$ cat config.mk
export PLATFORM = sky130hd
export DESIGN_NAME = fb_copy_engine
export DESIGN_NICKNAME = d
export VERILOG_FILES = /design/src/rtl/fb_copy_engine.sv
export SDC_FILE = /design/constraint.sdc
export NUM_CORES = 1
export LEC_CHECK = 0
export ABC_AREA = 1
export CORE_MARGIN = 4
export CORE_UTILIZATION = 40
export CTS_BUF_LIST = sky130_fd_sc_hd__clkbuf_4 sky130_fd_sc_hd__clkbuf_8
export DETAILED_ROUTE_END_ITERATION = 8
export GPL_TIMING_DRIVEN = 0
export PLACE_DENSITY = 0.66
export SYNTH_ARGS = -nofsm -noshare
export SYNTH_HDL_FRONTEND = slang
export SYNTH_SLANG_ARGS = --single-unit
export TNS_END_PERCENT = 1
$ cat constraint.sdc
create_clock -name clk -period 2.2 [get_ports clk]
set_input_delay 0.22 -clock clk [delete_from_list [all_inputs] [get_ports clk]]
set_output_delay 0.22 -clock clk [all_outputs]
set_load 0.05 [all_outputs]
$ cat src/rtl/fb_copy_engine.sv
// fb_copy_engine: copies the back frame buffer into the front frame buffer,
// one pixel per clock in linear address order. A copy starts only on a VGA
// end-of-frame pulse while the producer holds `done`. Completion is
// acknowledged with `swap`, which is held until the producer drops `done`.
//
// Ports:
//   clk, resetn          clock, asynchronous active-low reset
//   frame_end            one-cycle end-of-frame pulse (synchronous to clk)
//   done                 producer level: back buffer holds a full frame
//   swap                 acknowledge to producer: copy finished
//   bb_raddr / bb_rdata  back-buffer read port (registered RAM, 1-cycle latency)
//   fb_waddr / fb_wdata  front-buffer write port
//   fb_we                front-buffer write enable
//   busy                 copy in progress; back buffer must not be written
//   frame_count          completed copies, wraps at 16 bits
module fb_copy_engine #(
  parameter int unsigned NUMBER_COLORS = 9,
  parameter int unsigned WIDTH         = 320,
  parameter int unsigned HEIGHT        = 240,
  localparam int unsigned CW           = $clog2(NUMBER_COLORS) + 1,
  localparam int unsigned N            = WIDTH * HEIGHT,
  localparam int unsigned AW           = $clog2(N)
) (
  input  logic          clk,
  input  logic          resetn,
  input  logic          frame_end,
  input  logic          done,
  output logic          swap,
  output logic [AW-1:0] bb_raddr,
  input  logic [CW-1:0] bb_rdata,
  output logic [AW-1:0] fb_waddr,
  output logic [CW-1:0] fb_wdata,
  output logic          fb_we,
  output logic          busy,
  output logic [15:0]   frame_count
);

  localparam logic [AW-1:0] LAST_ADDR = AW'(N - 1);

  typedef enum logic [1:0] {
    S_IDLE = 2'd0,
    S_COPY = 2'd1,
    S_ACK  = 2'd2
  } state_t;

  state_t          r_state;
  state_t          w_next;
  logic [AW-1:0]   r_raddr;
  logic            r_issued_all;
  logic            r_wvalid;
  logic [AW-1:0]   r_waddr;
  logic            r_swap;
  logic            r_busy;
  logic [15:0]     r_frame_count;

  logic            w_start;
  logic            w_rd_valid;
  logic            w_last_wr;

  assign w_start    = (r_state == S_IDLE) && frame_end && done;
  // A read is issued every COPY cycle until address N-1 has gone out.
  assign w_rd_valid = (r_state == S_COPY) && !r_issued_all;
  assign w_last_wr  = r_wvalid && (r_waddr == LAST_ADDR);

  // Next-state logic
  always_comb begin
    w_next = r_state;
    case (r_state)
      S_IDLE:  if (w_start)   w_next = S_COPY;
      S_COPY:  if (w_last_wr) w_next = S_ACK;
      S_ACK:   if (!done)     w_next = S_IDLE;
      default:                w_next = S_IDLE;
    endcase
  end

  // State register and registered handshake outputs
  always_ff @(posedge clk or negedge resetn) begin
    if (!resetn) begin
      r_state       <= S_IDLE;
      r_swap        <= 1'b0;
      r_busy        <= 1'b0;
      r_frame_count <= 16'd0;
    end else begin
      r_state <= w_next;
      r_swap  <= (w_next == S_ACK);
      r_busy  <= (w_next == S_COPY);
      if ((r_state == S_COPY) && (w_next == S_ACK)) begin
        r_frame_count <= r_frame_count + 16'd1;
      end
    end
  end

  // Read address counter; holds at N-1 once the last read is issued
  always_ff @(posedge clk or negedge resetn) begin
    if (!resetn) begin
      r_raddr      <= '0;
      r_issued_all <= 1'b0;
    end else if (w_start) begin
      r_raddr      <= '0;
      r_issued_all <= 1'b0;
    end else if (w_rd_valid) begin
      if (r_raddr == LAST_ADDR) begin
        r_issued_all <= 1'b1;
      end else begin
        r_raddr <= AW'(r_raddr + AW'(1));
      end
    end
  end

  // Write stage: one register behind the read, aligned with RAM read latency
  always_ff @(posedge clk or negedge resetn) begin
    if (!resetn) begin
      r_wvalid <= 1'b0;
      r_waddr  <= '0;
    end else begin
      r_wvalid <= w_rd_valid;
      if (w_rd_valid) begin
        r_waddr <= r_raddr;
      end
    end
  end

  assign swap        = r_swap;
  assign busy        = r_busy;
  assign frame_count = r_frame_count;
  assign bb_raddr    = r_raddr;
  assign fb_we       = r_wvalid;
  assign fb_waddr    = r_waddr;
  // RAM output already carries the previous cycle's read; gate so it reads 0 when idle
  assign fb_wdata    = r_wvalid ? bb_rdata : '0;

endmodule
# == Word level (Yosys, flattened, before mapping) ==
# Index checks and enable logic that the tools add are counted.
# word_totals
out_inout_bits,58
register_bits,56
inputBits,9
elab_cells,39
# classes
reduce_logical,11
add_sub_neg,2
mux,11
n_eq_ne,7
# ops
operator,count
2-to-1 mux 17 bit,3
"equality test 17 bit, second input constant",2
"adder 17 x 1 -> 17 bit, second input constant",1
"adder 16 x 1 -> 16 bit, second input constant",1
2-to-1 mux 2 bit,3
one-hot mux 2 bit (3 select lines),1
logical AND 1 bit,5
2-to-1 mux 5 bit,1
"equality test 2 x 1 -> 1 bit, second input constant",2
"equality test 2 bit, second input constant",2
AND reduction 2 bit,2
nonzero test 2 bit,2
2-to-1 mux 1 bit,3
zero test 2 bit,1
"!= test 2 bit, second input constant",1
zero test 1 bit,1

# == Longest topological paths before layout ==
# logic_depth
depth_word,7
mapped_depth,9
ltp_nobuf,9

# == Worst setup path after synthesis ==
# OpenSTA, ideal clock, no wires.
# synth_path
path_kind,register to register
from,"register r_raddr[0], in the netlist bb_raddr[0]"
to,"register r_raddr[11], in the netlist bb_raddr[11]"
arrival_time_ns,1.825
slack_ns,0.256
required_ns,2.081
synth_period_minus_slack_ns,1.944
path_stages_with_launch,9
setup_time_ns,0.119
path_buffers,0
path_cell_list,dfrtp_1 > ha_1 > inv_1 > nor2_4 > nand2_4 > o21ai_4 > nand2_2 > nand2_1 > nand2_1
# synth_between
elab_chain_cells,4
elab_cells_between_ends,7
cone_classes,1 x add/sub; 2 x eq/ne; 3 x mux; 1 x reduce/logical
# synth_lines
item,line,text
start: declaration,48,logic [AW-1:0] r_raddr;
start signal: assignment,105,r_raddr <= AW'(r_raddr + AW'(1));
adder 17 x 1 -> 17 bit,105,
2-to-1 mux 17 bit,102,if (r_raddr == LAST_ADDR) begin
2-to-1 mux 17 bit,101,end else if (w_rd_valid) begin
2-to-1 mux 17 bit,98,end else if (w_start) begin
# Parallel ways exist; a longest one is shown, timed or not. The select of a mux whose other input is x is not followed.
# A chain may end at the register's enable or synchronous reset.

# == Worst setup path after layout ==
# Same ends and word-level chain as after synthesis.

==> impl_metrics.json <==
{
  "status": "complete, no violations",
  "drt_drc_violations_left": 0,
  "drive_above_1_share_pct": 4.260,
  "overflow": 0,
  "grtUsageTotal_pct": 19.08,
  "grt_pass1_vias": 2777,
  "slew_headroom_pct": 64.80,
  "grt_max_degree": 37,
  "worstSetupPathType": "reg2reg",
  "synth.distinct_cells": 20,
  "drtAntennaViolNets": 0,
  "insertion_delay_ns": 0.31,
  "cts_tree": "built",
  "crit_path_end_kind": "register",
  "ys_seq_area_share_pct": 46.30,
  "syn_inst": 417,
  "timing.fmax_mhz": 508.5,
  "ys_warn_count": 0,
  "cp.required_ns": 2.40,
  "max_slew.worst_pin.slew_ns": 0.5261,
  "portBuffers": 66,
  "syn-cell-area_um2": 3027,
  "reg2reg_depth": 8,
  "area_growth_syn_to_layout_pct": 29.97,
  "skew_ns": 0.006619,
  "cp.arrival_ns": 2.17,
  "synth_nets": 428,
  "clock-sinks": 56,
  "drv_slew": 0,
  "cts_buffers": 5,
  "cts.clk_slew.worst_paths_ns": 0.10,
  "antenna_found_initial": 0,
  "drt-pass1-iter-count": 4,
  "htree_levels": 2,
  "core_region_area_um2": 7292,
  "rows": 31,
  "hold_viol": 0,
  "cts_root_buf": "clkbuf_8",
  "critPathMaxFanout": 10,
  "cts_buffer_depth": 2,
  "power_leakage_nw": 1.824,
  "startpoint": "bb_raddr[0]",
  "ctsResizeCount": 0,
  "rsz0062_at_grt": "false",
  "vias": 2873,
  "die_w_um": 94.99,
  "setup_ws_ns": 0.2334,
  "pre_cts_slack_ns": 0.1644,
  "drv_cap": 0,
  "dieArea_um2": 9022,
  "max-vdd-ir-drop_mv": 0.7782,
  "io_pins": 67,
  "r2r-start": "bb_raddr[0]",
  "syn_avg_cell_area_um2": 7.258,
  "routedWlPerCell_um": 13.38,
  "antenna_cells": 0,
  "die_height_um": 94.99,
  "initial_utilization_pct": 41.51,
  "powerDensity_nw_per_um2": 1070,
  "gp_congestion": 0.8761,
  "synth_seq_cells": 56,
  "grt_pass1_wl_mm": 13.61,
  "drt_wl_total_mm": 7.922,
  "min_period_over_period_pct": 89.39,
  "drt-initial-drc-count": 118,
  "final.min_clock_period_ns": 1.967,
  "vias_per_cell": 4.853,
  "startpoint_type": "register",
  "hold_path.class": "in2async",
  "hpwl_mm": 6.089,
  "final.setup.tns_ns": 0,
  "setup_violations": 0,
  "layout.nets": 503
}
through the flow:
step	utilization [%]	power [mW]	hold WS (ns)	cell area (um^2)	instances
floorplan	-	2.871	-0.07559	3027	417
detailed placement	52.47	3.632	0.2164	3826	583
global placement	52.26	3.616	0.4972	3811	582
finish	53.95	4.211	0.3985	3934	592
CTS	53.95	4.232	0.4216	3934	592
global route	53.95	4.456	0.4382	3934	592
power by group:
| part | switching (mW) | leakage (nW) | internal (mW) | total (mW) |
|---|---|---|---|---|
| Sequential | 0.333 | 0.753 | 1.26 | 1.59 |
| Clock | 0.331 | 0.0479 | 0.269 | 0.600 |
| Combinational | 1.39 | 1.02 | 0.626 | 2.02 |
| Total | 2.06 | 1.82 | 2.15 | 4.21 |
layer usage:
metal / GRT usage (%) / vias up / share of wire (%)
met2: 29.24 / 79 / 45
met3: 3.187 / 4 / 6.9
met4: 4.928 / 0 / 0.61
met1: 27.96 / 1315 / 48
li1: - / 1475 / -
met5: 0 / - / 0
registers in the layout (all words and copies together) (netlist names):
| signal | count |
|---|---|
| swap | 1 |
| busy | 1 |
| fb_we | 1 |
| fb_waddr | 17 |
| frame_count | 16 |
| r_state | 2 |
| bb_raddr | 17 |
| r_issued_all | 1 |
worst paths after layout:
check | slack, ns | end
setup reg to reg | 0.23 | bb_raddr[11]
hold / removal | 0.40 | fb_waddr[6]
min in group clk | 0.52 | fb_waddr[8]
max in group asynchronous | 1.24 | frame_count[10]
setup / recovery | 0.23 | bb_raddr[11]
hold reg to reg | 0.52 | fb_waddr[8]
cell usage in the layout, fill, tap and decap left out:
master / Yosys / layout
o21ai_4: 1 / 1
nand2_4: 1 / 1
nor2_1: 47 / 47
nand2_1: 162 / 162
buf_2: 2 / 3
clkdlybuf4s50_1: 0 / 65
nand3_1: 44 / 44
buf_12: 0 / 1
inv_1: 33 / 33
nand2_2: 4 / 4
a21oi_1: 2 / 2
clkbuf_1: 7 / 7
dlygate4sd3_1: 0 / 1
nand4_1: 12 / 12
o21ai_0: 15 / 15
clkbuf_4: 0 / 1
ha_1: 2 / 2
xor2_1: 9 / 9
clkbuf_8: 0 / 6
dfrtp_1: 56 / 56
clkinv_1: 1 / 1
buf_6: 1 / 1
nor3_1: 9 / 9
xnor2_1: 7 / 7
clkinvlp_4: 0 / 1
nor2_4: 2 / 2
layout make-up:
type | instances | area (um^2)
clock buffers | 7 | 90.09
flip-flops and latches | 56 | 1401
clock inverters | 1 | 7.507
fillers | 714 | 3358
plain buffers | 10 | 47.55
well taps | 99 | 123.9
multi-input cells | 317 | 1450
inverters | 34 | 127.6
repair buffers | 68 | 685.7
logic make-up after synthesis:
group	after synthesis	synth area share [%]
xor gates and xnor gates	16	4.630
adders and majority gates	2	0.8267
AOI/OAI and AO/OA	18	3.349
and+or+nand+nor	281	39.11
buffers and inverters	44	5.788
DFF	56	46.30
critical path, stage by stage, from the launching register on:
cell and delay (ns):
dfrtp_1 0.48, ha_1 0.30, inv_1 0.11, nor2_4 0.17
nand2_4 0.10, o21ai_4 0.32, nand2_2 0.20, nand2_1 0.12
nand2_1 0.05
cell usage after synthesis, drive strengths merged:
| cell type | count | area [um^2] |
|---|---|---|
| a21oi | 2 | 10.01 |
| buf | 3 | 21.27 |
| clkbuf | 7 | 26.28 |
| clkinv | 1 | 3.750 |
| dfrtp | 56 | 1401 |
| ha | 2 | 25.02 |
| inv | 33 | 123.9 |
| nand2 | 167 | 644.4 |
| nand3 | 44 | 220.2 |
| nand4 | 12 | 75.07 |
| nor2 | 49 | 198.9 |
| nor3 | 9 | 45.04 |
| o21ai | 16 | 91.34 |
| xnor2 | 7 | 61.31 |
| xor2 | 9 | 78.83 |
timing repair:
action | in CTS | in global routing
buffers inserted | 0 | 0
hold endpoints to repair | 20 | 0
hold buffers | 1 | 0
(Power assumes the default switching activity.)
